$ cat src/rtl/rx_deser_if.sv
// Serial receiver bundle: line input, byte handshake and status pulses.
interface rx_deser_if #(
  parameter int DATA_BITS = 8
);
  logic                 rxin;
  logic [DATA_BITS-1:0] rdata;
  logic                 rvalid;
  logic                 rready;
  logic                 busy;
  logic                 frame_err;
  logic                 overrun;

  modport master (
    input  rxin, rready,
    output rdata, rvalid, busy, frame_err, overrun
  );

  modport slave (
    output rxin, rready,
    input  rdata, rvalid, busy, frame_err, overrun
  );
endinterface

$ cat src/rtl/rx_deser.sv
// One-sample-per-bit serial deserializer with a single-entry holding
// register, framing-error detection and overrun reporting.
module rx_deser #(
  parameter int DATA_BITS = 8
) (
  input  logic       clk,
  input  logic       rst,
  rx_deser_if.master bus
);

  localparam int CW = 4;

  typedef enum logic [1:0] {
    IDLE,
    DATA,
    STOP,
    BRK
  } state_t;

  state_t             state;
  logic [CW-1:0]      cnt;
  // one spare bit at the bottom so the shift also works for DATA_BITS=1
  logic [DATA_BITS:0] sh;

  always_ff @(posedge clk or posedge rst) begin
    if (rst) begin
      state         <= IDLE;
      cnt           <= '0;
      sh            <= '0;
      bus.rdata     <= '0;
      bus.rvalid    <= 1'b0;
      bus.busy      <= 1'b0;
      bus.frame_err <= 1'b0;
      bus.overrun   <= 1'b0;
    end else begin
      bus.frame_err <= 1'b0;
      bus.overrun   <= 1'b0;
      if (bus.rvalid && bus.rready)
        bus.rvalid <= 1'b0;
      unique case (state)
        IDLE: begin
          if (!bus.rxin) begin
            state    <= DATA;
            cnt      <= '0;
            bus.busy <= 1'b1;
          end
        end
        DATA: begin
          sh  <= {bus.rxin, sh[DATA_BITS:1]};
          cnt <= cnt + 1'b1;
          if (cnt == CW'(DATA_BITS - 1))
            state <= STOP;
        end
        STOP: begin
          bus.busy <= 1'b0;
          if (bus.rxin) begin
            state <= IDLE;
            if (!bus.rvalid || bus.rready) begin
              bus.rdata  <= sh[DATA_BITS:1];
              bus.rvalid <= 1'b1;
            end else begin
              bus.overrun <= 1'b1;
            end
          end else begin
            bus.frame_err <= 1'b1;
            state         <= BRK;
          end
        end
        BRK: begin
          if (bus.rxin)
            state <= IDLE;
        end
      endcase
    end
  end

endmodule
$ cat src/flat_wrapper.sv
// flat-port wrapper written by rule: the top's interface ports become plain ports
module rx_deser_flat 
#(
  parameter int DATA_BITS = 8
)
  (clk, rst, bus_rxin, bus_rready, bus_rdata, bus_rvalid, bus_busy, bus_frame_err, bus_overrun);
  rx_deser_if #(.DATA_BITS(DATA_BITS)) bus_i ();
  input  logic clk;
  input  logic rst;
  input wire logic [$bits(bus_i.rxin)-1:0] bus_rxin;
  input wire logic [$bits(bus_i.rready)-1:0] bus_rready;
  output wire logic [$bits(bus_i.rdata)-1:0] bus_rdata;
  output wire logic [$bits(bus_i.rvalid)-1:0] bus_rvalid;
  output wire logic [$bits(bus_i.busy)-1:0] bus_busy;
  output wire logic [$bits(bus_i.frame_err)-1:0] bus_frame_err;
  output wire logic [$bits(bus_i.overrun)-1:0] bus_overrun;
  assign bus_i.rxin = bus_rxin;
  assign bus_i.rready = bus_rready;
  assign bus_rdata = bus_i.rdata;
  assign bus_rvalid = bus_i.rvalid;
  assign bus_busy = bus_i.busy;
  assign bus_frame_err = bus_i.frame_err;
  assign bus_overrun = bus_i.overrun;
  rx_deser #(.DATA_BITS(DATA_BITS)) u_core (.clk(clk), .rst(rst), .bus(bus_i));
endmodule
$ cat config.mk
export PLATFORM = sky130hd
export DESIGN_NAME = rx_deser_flat
export DESIGN_NICKNAME = d
export VERILOG_FILES = /design/src/rtl/rx_deser_if.sv /design/src/rtl/rx_deser.sv /design/src/flat_wrapper.sv
export SDC_FILE = /design/constraint.sdc
export NUM_CORES = 1
export LEC_CHECK = 0
export ABC_AREA = 1
export CORE_ASPECT_RATIO = 1.75
export CORE_MARGIN = 2
export CORE_UTILIZATION = 45
export DETAILED_ROUTE_END_ITERATION = 8
export PLACE_DENSITY = 0.65
export SKIP_LAST_GASP = 1
export SLEW_MARGIN = 15
export SYNTH_ARGS = -nofsm -noshare
export SYNTH_HDL_FRONTEND = slang
export SYNTH_SLANG_ARGS = --single-unit
export TNS_END_PERCENT = 20
$ cat constraint.sdc
create_clock -name clk -period 1.94 [get_ports clk]
set_input_delay 0.485 -clock clk [delete_from_list [all_inputs] [get_ports clk]]
set_output_delay 0.485 -clock clk [all_outputs]
set_load 0.1 [all_outputs]
==> qor.txt <==
Status = complete, no violations
Slowest stage cell, crit path = dfrtp_1
Final-report max-slew violation count = 0
Critical path endpoint category = output port
Hold Buf Count CTS = 0
Synth Area in Adders = 1.12%
Yosys cell types = 17
Mapped Avg Cell Area = 9.25 um^2
Die Span Y = 70.0 um
Vias in the first global route = 867
Largest stage delay on the critical path = 0.42 ns
Die area = 2920 um^2
Worst skew pair latency = 0.26 ns
NumNets Final = 144
Via count of the routed design = 831
Antenna-violating nets left = 0
Compound-cell area share of the yosys netlist = 3.80%
Worst slew margin = 69.1%
Worst-Margin Slew = 0.463 ns
I/O Pins = 16
Placement row count = 23
1st-iter DRT viols = 15
Worst-path maximum fanout = 2
Layout cell share with drive strength beyond 1 = 21.0%
GP Congestion = 0.709
Fin. Hold Viols = 0
Largest net degree at the start of global routing = 27
Worst path top cell family by delay = flip-flops
Synth Area in Simple Gates = 30.1%
Internal reg-to-reg setup slack = 0.69 ns
CTS tree = done
Clock Skew = 0.00575 ns
Resized cells post-CTS = 0
Clock share of power = 13.0%
Commonest non-fill, non-tap cell in the layout = nand2_1
Buffers & Inverters on Critical Path = 1
Lkg Pwr = 0.000730 uW
Crit path kind = reg -> out
Clock root buffer = clkbuf_8
Crit path DAT = 0.87 ns
Wire per inst = 11.8 um
Die X = 41.7 um
GRT overflow = 0
Critical path, cell by cell = buf_12
Core ar. = 2330 um^2
Hold Crit Class = reg -> reg
Post-synthesis sequential area ratio = 58.1%
P&R area growth vs syn = 29.9%
Period utilization = 69.6%
First-pass GRT wire length = 3.51 mm
PnR Total Power = 2600 uW
Total CTS buffers = 3
Post-synthesis mux area share = 0%
Synth Area in XOR/XNOR = 0%
Post-CTS setup buffer count = 0
Setup violators final = 0
Crit path required time = 1.45 ns
Fmax = 0.740 GHz
Combinational Power Share = 50.7%
Port Buffers = 15
Switching component of the power = 1220 uW
Maximum VDD drop = 0.000878 V
DP HPWL = 1.50 mm
Number of diodes = 0
Clock Pin Slew Worst Setup and Hold Paths = 0.08 ns
H-tree levels = 1
Number of flops mapped to enable cells by yosys = 0
Sequential Power Share = 36.3%
Total GRT Usage = 14.9%
Period minus WS final = 1.35 ns
Pint = 1370 uW
Power Density = 1780 nW/um^2
Unrepaired setup endpoints after global routing = false
Initial DRT Pass Iterations = 4
Seq cells post-synth = 26
CP startpoint kind = register
Dominant synthesized flop cell = dfrtp_1
Largest family of logic cells by synthesized area = simple AND/OR/NAND/NOR gates
Post-route DRC = 0
Post-Syn Area = 1120 um^2
Starting Density = 48.0%
Antenna violations before repair = 0
Via density = 5.10
Yosys Warn Count = 0
Mapped Cells = 121
CTS sink cnt = 26
Final WL = 1.93 mm
Most frequent cells in the layout = nand2_1, dfrtp_1, buf_12, nand4_1
Clock Tree Buf Depth = 2
Setup TNS = 0 ns
Post-synth ARST share = 100%
Sw frac = 47.1%
Max cap viols = 0
Mapped Nets = 126
-- layer usage --
metal  routed length, um  vias to the layer above  track usage, %
li1                    -                      417               -
met1                 763                      401            14.8
met2                1100                        9            29.9
met3                  30                        4            1.55
met4                  33                        0            5.38
met5                   0                        -               0
-- sequential cells by signal, indices dropped and copies added (netlist names) --
| register | flops |
|---|---|
| u_core.bus.busy | 1 |
| u_core.bus.frame_err | 1 |
| u_core.bus.overrun | 1 |
| u_core.bus.rdata | 8 |
| u_core.bus.rvalid | 1 |
| u_core.cnt | 4 |
| u_core.sh | 8 |
| u_core.state | 2 |
-- Yosys cell counts, types with 3 or more instances --
library cell / number / area, um^2
nand3_2: 3 / 30.0
buf_6: 3 / 33.8
nand2_1: 47 / 176
nand3_1: 5 / 25.0
nor2_1: 7 / 26.3
dfrtp_1: 26 / 651
a21oi_1: 3 / 15.0
nand4_1: 8 / 50.1
inv_1: 7 / 26.3
-- area by class of cell --
type                       count  area, um^2
timing repair buffer          18         293
fill                         196         876
tap                           25        31.3
inverter                       9        33.8
sequential                    26         651
multi-input combinational     81         392
clock buffer                   4        55.1
-- metrics by stage --
stage                     cell area (um^2)  std cells  hold slack (ns)  setup slack [ns]  util [%]
final                                 1460        163            0.518             0.589      62.4
after global routing                  1460        163            0.533             0.540      62.4
after global placement                1400        159            0.478             0.382      60.1
after detailed placement              1400        159            0.489             0.352      60.1
after floorplan                       1120        121            0.459             0.412         -
after CTS                             1460        163            0.512             0.579      62.4
-- logic make-up (layout without fill, tap and decap cells) --
logic type               after synthesis  count (layout)
AO/OA/AOI/OAI                          7               7
adder cells (fa/ha/maj)                1               1
buffers and inverters                 14              31
AND/OR/NAND/NOR                       73              73
flip-flops                            26              26
-- path summary, 6_finish.rpt --
check	startpoint	endpoint	cells after the start
worst max register to register	u_core.state[1]	u_core.cnt[0]	4
worst min-delay path	u_core.sh[3]	u_core.sh[2]	2
worst min register to register	u_core.sh[3]	u_core.sh[2]	2
min in group asynchronous	rst	u_core.bus.rdata[4]	3
worst max-delay path	u_core.bus.rdata[3]	bus_rdata[3]	1
max in group asynchronous	rst	u_core.cnt[1]	3
-- power groups by stage --
stage	clock network [uW]	logic, uW	registers, uW
6_report	336	1320	944
5_1_grt	365	1420	965
4_1_cts	345	1330	946
3_5_place_dp	0	1330	956
3_3_place_gp	0	1300	946
2_1_floorplan	0	494	1380
(Power assumes the default switching activity.)
